File: src/rtl/mat_vec_engine.sv
// Matrix-vector multiply engine: one column per cycle, SIZE parallel MACs.
// Define MAT_VEC_SIGNED_EN for two's-complement operands and results.
module mat_vec_engine #(
  parameter int SIZE   = 2,
  parameter int DATA_W = 8,
  parameter int OUT_W  = 2*DATA_W + $clog2(SIZE)
) (
  input  logic                                  clk,
  input  logic                                  reset_n,
  input  logic                                  start,
  input  logic                                  accum,
  input  logic [SIZE-1:0][SIZE-1:0][DATA_W-1:0] mtx_in,
  input  logic [SIZE-1:0][DATA_W-1:0]           vec_in,
  output logic [SIZE-1:0][OUT_W-1:0]            vec_out,
  output logic                                  busy,
  output logic                                  done
);

  localparam int CW = (SIZE > 1) ? $clog2(SIZE) : 1;
  localparam int PW = 2*DATA_W;
  localparam logic [CW-1:0] LAST = CW'(SIZE-1);

  typedef enum logic [1:0] {IDLE, RUN, DONE} state_e;

  state_e                                state_q, state_d;
  logic [CW-1:0]                         col_q, col_d;
  logic [SIZE-1:0][SIZE-1:0][DATA_W-1:0] mtx_q, mtx_d;
  logic [SIZE-1:0][DATA_W-1:0]           vec_q, vec_d;
  logic [SIZE-1:0][OUT_W-1:0]            acc_q, acc_d;
  logic [SIZE-1:0][OUT_W-1:0]            prod;

  for (genvar g = 0; g < SIZE; g++) begin : g_mul
`ifdef MAT_VEC_SIGNED_EN
    logic signed [PW-1:0] p;
    assign p = PW'($signed(mtx_q[g][col_q]))
             * PW'($signed(vec_q[col_q]));
`else
    logic [PW-1:0] p;
    assign p = {{DATA_W{1'b0}}, mtx_q[g][col_q]}
             * {{DATA_W{1'b0}}, vec_q[col_q]};
`endif
    // size cast sign- or zero-extends following p's signedness
    assign prod[g] = OUT_W'(p);
  end

  always_comb begin
    state_d = state_q;
    col_d   = col_q;
    mtx_d   = mtx_q;
    vec_d   = vec_q;
    acc_d   = acc_q;
    unique case (state_q)
      IDLE, DONE: begin
        if (start) begin
          state_d = RUN;
          col_d   = '0;
          mtx_d   = mtx_in;
          vec_d   = vec_in;
          acc_d   = accum ? acc_q : '0;
        end
      end
      RUN: begin
        for (int i = 0; i < SIZE; i++) begin
          acc_d[i] = acc_q[i] + prod[i];
        end
        col_d = col_q + 1'b1;
        if (col_q == LAST) state_d = DONE;
      end
      default: state_d = IDLE;
    endcase
  end

  always_ff @(posedge clk) begin
    if (!reset_n) begin
      state_q <= IDLE;
      col_q   <= '0;
      mtx_q   <= '0;
      vec_q   <= '0;
      acc_q   <= '0;
    end else begin
      state_q <= state_d;
      col_q   <= col_d;
      mtx_q   <= mtx_d;
      vec_q   <= vec_d;
      acc_q   <= acc_d;
    end
  end

  assign vec_out = acc_q;
  assign busy    = (state_q == RUN);
  assign done    = (state_q == DONE);

endmodule

File: config.mk
export PLATFORM = sky130hd
export DESIGN_NAME = mat_vec_engine
export DESIGN_NICKNAME = d
export VERILOG_FILES = /design/src/rtl/mat_vec_engine.sv
export SDC_FILE = /design/constraint.sdc
export NUM_CORES = 1
export LEC_CHECK = 0
export CELL_PAD_IN_SITES_DETAIL_PLACEMENT = 1
export CELL_PAD_IN_SITES_GLOBAL_PLACEMENT = 1
export CORE_MARGIN = 1
export CORE_UTILIZATION = 48
export CTS_BUF_LIST = sky130_fd_sc_hd__clkbuf_16
export DETAILED_ROUTE_END_ITERATION = 6
export PLACE_DENSITY_LB_ADDON = 0.1
export SYNTH_ARGS = -nofsm -noshare
export SYNTH_HDL_FRONTEND = slang
export SYNTH_SLANG_ARGS = --single-unit
File: constraint.sdc
create_clock -name clk -period 8.5 [get_ports clk]
set_input_delay 1.7 -clock clk [delete_from_list [all_inputs] [get_ports clk]]
set_output_delay 1.7 -clock clk [all_outputs]
set_load 0.03 [all_outputs]
-- Yosys cells after proc, flatten, opt, wreduce, memory -nomap -nowiden
Index checks and enable logic that the tools add are counted.
- add/sub/neg operators: 3
- multiply operators: 2
- order comparisons: 1
- eq/ne operators: 5
- multiplexer cells: 14
- reductions and logical operators: 7
- operators with widths (kind ; count):
    2-to-1 mux 34 bit ; 2
    case mux 34 bit (2 select lines) ; 1
    2-to-1 mux 8 bit ; 6
    adder 17 x 16 -> 17 bit ; 2
    multiplier 8 x 8 -> 16 bit ; 2
    AND reduction 2 bit ; 3
    2-to-1 mux 2 bit ; 2
    inequality test 2 bit (second input constant) ; 2
    case mux 2 bit (2 select lines) ; 1
    AND reduction 3 bit ; 1
    == test 2 x 1 -> 1 bit (second input constant) ; 1
    == test 2 bit (second input constant) ; 1
    logical NOT 2 bit ; 1
    less-than comparator 1 x 2 -> 1 bit (second input constant) ; 1
    inequality test 2 x 1 -> 1 bit (second input constant) ; 1
    case mux 1 bit (2 select lines) ; 1
    nonzero test 2 bit ; 1
    OR reduction 2 bit ; 1
    adder 1 bit (second input constant) ; 1
    2-to-1 mux 1 bit ; 1
- flip-flop bits (word level): 85
- input bits: 52
- output and inout port bits: 36
- word-level logic and storage cells: 42

-- Depth between registers and ports, before layout
- depth in word-level cells: 5
- depth in mapped cells: 22
- mapped depth without buffers: 19

-- Worst setup path before layout
OpenSTA, ideal clock, no wires.
- path type: reg-to-reg
- start: reg col_q
- end: reg acc_q (netlist bit vec_out[33])
- setup time: 117 ps
- arrival time: 4940 ps
- required time: 8383 ps
- path slack: 3444 ps
- stages on the path, launching flop included: 20
- buffers on the path: 3
- cells stage by stage: dfxtp_1 clkbuf_1 clkbuf_1 mux2i_1 clkbuf_1 nor2_1 fa_1 fa_1 fa_1 inv_1 fa_1 inv_1 ha_1 a21oi_1 o22ai_1 a2111oi_0 o31ai_1 xnor2_1 o21bai_1 a22o_1
- cells in the longest elaborated chain, start to end: 5
- elaborated cells between the ends (all ways): 7
- those cells by class: add/sub: 1; mul: 1; mux: 5
- RTL lines (element ; line ; text):
    from (decl) ; 26 ; logic [CW-1:0] col_q, col_d;
    from (signal assigned) ; 82 ; col_q <= col_d;
    2-to-1 mux 8 bit (on tied branches) (2 in a row) ; 39, 40 ;
    multiplier 8 x 8 -> 16 bit * ; 40 ; * {{DATA_W{1'b0}}, vec_q[col_q]};
    adder 17 x 16 -> 17 bit * ; 64 ; acc_d[i] = acc_q[i] + prod[i];
    case mux 34 bit (2 select lines) * ; 52 ; unique case (state_q)
    to (signal assigned) ; 79 ; acc_q <= '0;
    to (signal assigned) ; 85 ; acc_q <= acc_d;
    to (decl) ; 29 ; logic [SIZE-1:0][OUT_W-1:0] acc_q, acc_d;
Mark *: on every way between the ends. The rest lies on a longest branch, timed or not. The select of a mux whose other input is x is not followed.
A chain may end at the register's enable or synchronous reset.

-- Worst setup path in the final report
Same ends and word-level chain as after synthesis.

==> flow_summary.json <==
{
  "clock.fmax_mhz": 166,
  "resized_after_cts": 0,
  "final_layout_size_suffix_gt1_share_pct": 5.50,
  "start_util_pct": 48.9,
  "drt.antenna.violating_nets": 0,
  "core_sq_mm": 0.0172,
  "setup_tns_ns": 0,
  "min_delay_path_depth": 2,
  "netlist_top_cells_area": "fa_1 (24%), dfxtp_1 (20%), ha_1 (11%)",
  "total_power_mw": 1.15,
  "dominantRegCellSynth": "dfxtp_1",
  "place_congestion": 0.800,
  "grt_overflow_total": 0,
  "syn-mean-instance-area_sq_um": 8.34,
  "floorplan.die_area_sq_mm": 0.0181,
  "buffer_ports.inserted": 87,
  "worst_ir_drop_vdd_mv": 0.0987,
  "clockBufferDepth": 2,
  "nNetsFinal": 1314,
  "first_pass_grt_wire_length_um": 38300,
  "timing.clock.skew_ns": 0.0104,
  "final_min_period_over_clock_period_pct": 70.8,
  "sink_count_of_the_clock_tree": 85,
  "reg2regPathDepth": 20,
  "critical_path.max_stage_delay_ns": 0.62,
  "cts_tree": "yes",
  "critical_path.slowest_cell": "a2111oi_0",
  "finalWorstPathRequiredPeriod_ns": 6.02,
  "synth_cell_type_count": 45,
  "ys_warn_count": 0,
  "num_antenna_cells": 0,
  "worst_hold_startpoint": "mtx_q[21]$_SDFFE_PN0P_",
  "post_drt_via_cell_ratio": 5.24,
  "drt_wl_total_um": 23200,
  "grt_antenna_before_repair": 0,
  "max_cap_violations": 0,
  "grt_start_max_net_pins": 72,
  "crit_path_start_kind": "register",
  "dr.pass1.iters": 4,
  "cts_hold_bufs": 0,
  "die_width_um": 134,
  "dr.first_iter.drc_count": 269,
  "r2r_start": "col_q$_SDFFE_PN0P_",
  "synth_enable_flop_cells": 0,
  "layout_commonest_cell": "inv_1",
  "grt_pass1_vias": 7508,
  "placement_rows": 48,
  "ys_ff_latch": 85,
  "dieHeight_um": 134,
  "worst_skew_pair.late_latency_ns": 0.36,
  "crit_path_max_fanout": 27,
  "crit_type": "reg -> reg",
  "top_library_cells_by_usage_in_the_layout_fill_and_taps_aside": "inv_1 (203), nand2_1 (168), fa_1 (100)",
  "leakage_nw": 4.62,
  "netlist_instances": 1010,
  "floorplan.io_pins": 88,
  "asyncSetResetFlopFracSynth_pct": 0,
  "crit_path_end_kind": "register",
  "synth_area_leader_cell": "fa_1",
  "mappedNetlistNets": 1238,
  "tritoncts.num_buffers": 9,
  "areaGrowthSynthToFinish_pct": 16.9,
  "cp_data_arrival_time_ns": 6.27,
  "hold_viol": 0,
  "place.detailed.hpwl_um": 18100,
  "setup_viol": 0,
  "clock_pin_slew_reported_for_the_worst_setup_and_hold_paths_after_clock_tree_synthesis_ns": 0.07,
  "worstPathCellList": "buf_4 > mux2i_1 > buf_4 > inv_1 > nand2_1 > fa_1 > fa_1 > inv_1 > fa_1 > inv_1 > fa_1 > inv_1 > ha_1 > a21oi_1 > o22ai_1 > a2111oi_0 > o31ai_1 > xnor2_1 > o21bai_1 > a22o_1",
  "powerDensity_mw_per_mm2": 117,
  "mappedNetlistArea_sq_mm": 0.00842,
  "maxSlewHeadroom_pct": 33.7,
  "track_usage_pct": 27.9,
  "actual_transition_at_the_worst_max_transition_pin_ns": 0.992,
  "cts_htree_levels": 3,
  "holdCritPathClass": "reg -> reg",
  "cts_root_buf": "clkbuf_16",
  "slew_viol_final": 0,
  "synth_largest_type_area_fraction_pct": 23.8,
  "drc": 0,
  "synth.yosys.seq_area_share_pct": 20.2,
  "wl_per_cell_um": 17.6,
  "outcome": "finished clean",
  "worst_setup_path_startpoint": "col_q$_SDFFE_PN0P_",
  "routed-via-count": 6896,
  "post_cts_setup_buffer_count": 0,
  "rsz0062_at_grt": "no",
  "cp_data_required_time_ns": 8.75
}
## routing by layer
metal  vias up  wire length (um)  GRT usage, %
met5         -                 0             0
met3        39               746          2.85
li1       3272                 -             -
met4         0               740          11.9
met2       133             11700          49.4
met1      3452              9950          34.5
## area by class of cell
cell class	count	area [sq um]
clock buffer	9	225
clock inverter	7	80.1
fill	2055	7390
inverter	203	762
multi-input combinational	686	5830
sequential	85	1700
tap	225	282
timing repair buffer	101	971
## cell families (layout without fill, tap and decap cells)
kind of cell	after synthesis	count (layout)	share of synthesized area [%]
muxes	37	37	4.65
xor gates and xnor gates	25	25	2.60
adders and majority gates	176	176	35.1
AOI/OAI and AO/OA	144	144	11.6
and+or+nand+nor	304	304	15.2
buffers and inverters	239	320	10.7
DFF	85	85	20.2
## path summary, 6_finish.rpt
| check | slack (ns) | end |
|---|---|---|
| setup / recovery | 2.48 | vec_out[33]$_SDFFE_PN0P_ |
| hold reg to reg | 0.47 | mtx_q[21]$_SDFFE_PN0P_ |
| setup reg to reg | 2.48 | vec_out[33]$_SDFFE_PN0P_ |
| hold / removal | 0.47 | mtx_q[21]$_SDFFE_PN0P_ |
## where the power goes
part           switching [mW]  internal (mW)  leakage (nW)
Combinational           0.174          0.117          3.77
Sequential             0.0190          0.418         0.694
Clock                   0.193          0.233         0.150
Total                   0.386          0.768          4.62
## cell usage after synthesis (all sizes together) (2+ instances only)
master / n
xnor2: 12
a211o: 2
a21oi: 23
nand2: 168
ha: 76
mux2i: 20
dfxtp: 85
fa: 100
o21a: 3
o21ai: 27
a22o: 2
nand2b: 10
or2: 7
nand4: 2
o31ai: 2
buf: 7
mux2: 17
clkbuf: 29
a211oi: 2
and3: 2
a21o: 5
nor2b: 26
a22oi: 17
xor2: 13
nor3: 2
nor2: 83
inv: 203
a21boi: 48
o22ai: 2
o21bai: 4
a31oi: 2
## through the flow
| step | std cells | setup slack [ns] | instance area, sq um | hold WS, ns | util, % |
|---|---|---|---|---|---|
| 6_report | 1316 | 2.48 | 9850 | 0.465 | 57.1 |
| 2_1_floorplan | 1010 | 3.44 | 8420 | 0.440 | - |
| 4_1_cts | 1316 | 2.51 | 9850 | 0.469 | 57.1 |
| 3_3_place_gp | 1300 | 2.86 | 9540 | 0.452 | 55.4 |
| 3_5_place_dp | 1300 | 2.59 | 9540 | 0.460 | 55.4 |
| 5_1_grt | 1316 | 2.18 | 9850 | 0.486 | 57.1 |
## sequential cells by signal, summed over array words and instances, names as in the netlist
register / flops
mtx_q: 32
state_q: 2
vec_out: 34
col_q: 1
vec_q: 16
## critical path, delay by kind of cell (launching register included)
kind	cells	cell delay [ns]
muxes	1	0.27
xor gates and xnor gates	1	0.24
AOI/OAI and AO/OA	6	1.51
DFF	1	0.55
adders and majority gates	5	2.18
buffers and inverters	6	1.03
and+or+nand+nor	1	0.11
Note: power is estimated with default switching activity, not from simulation.
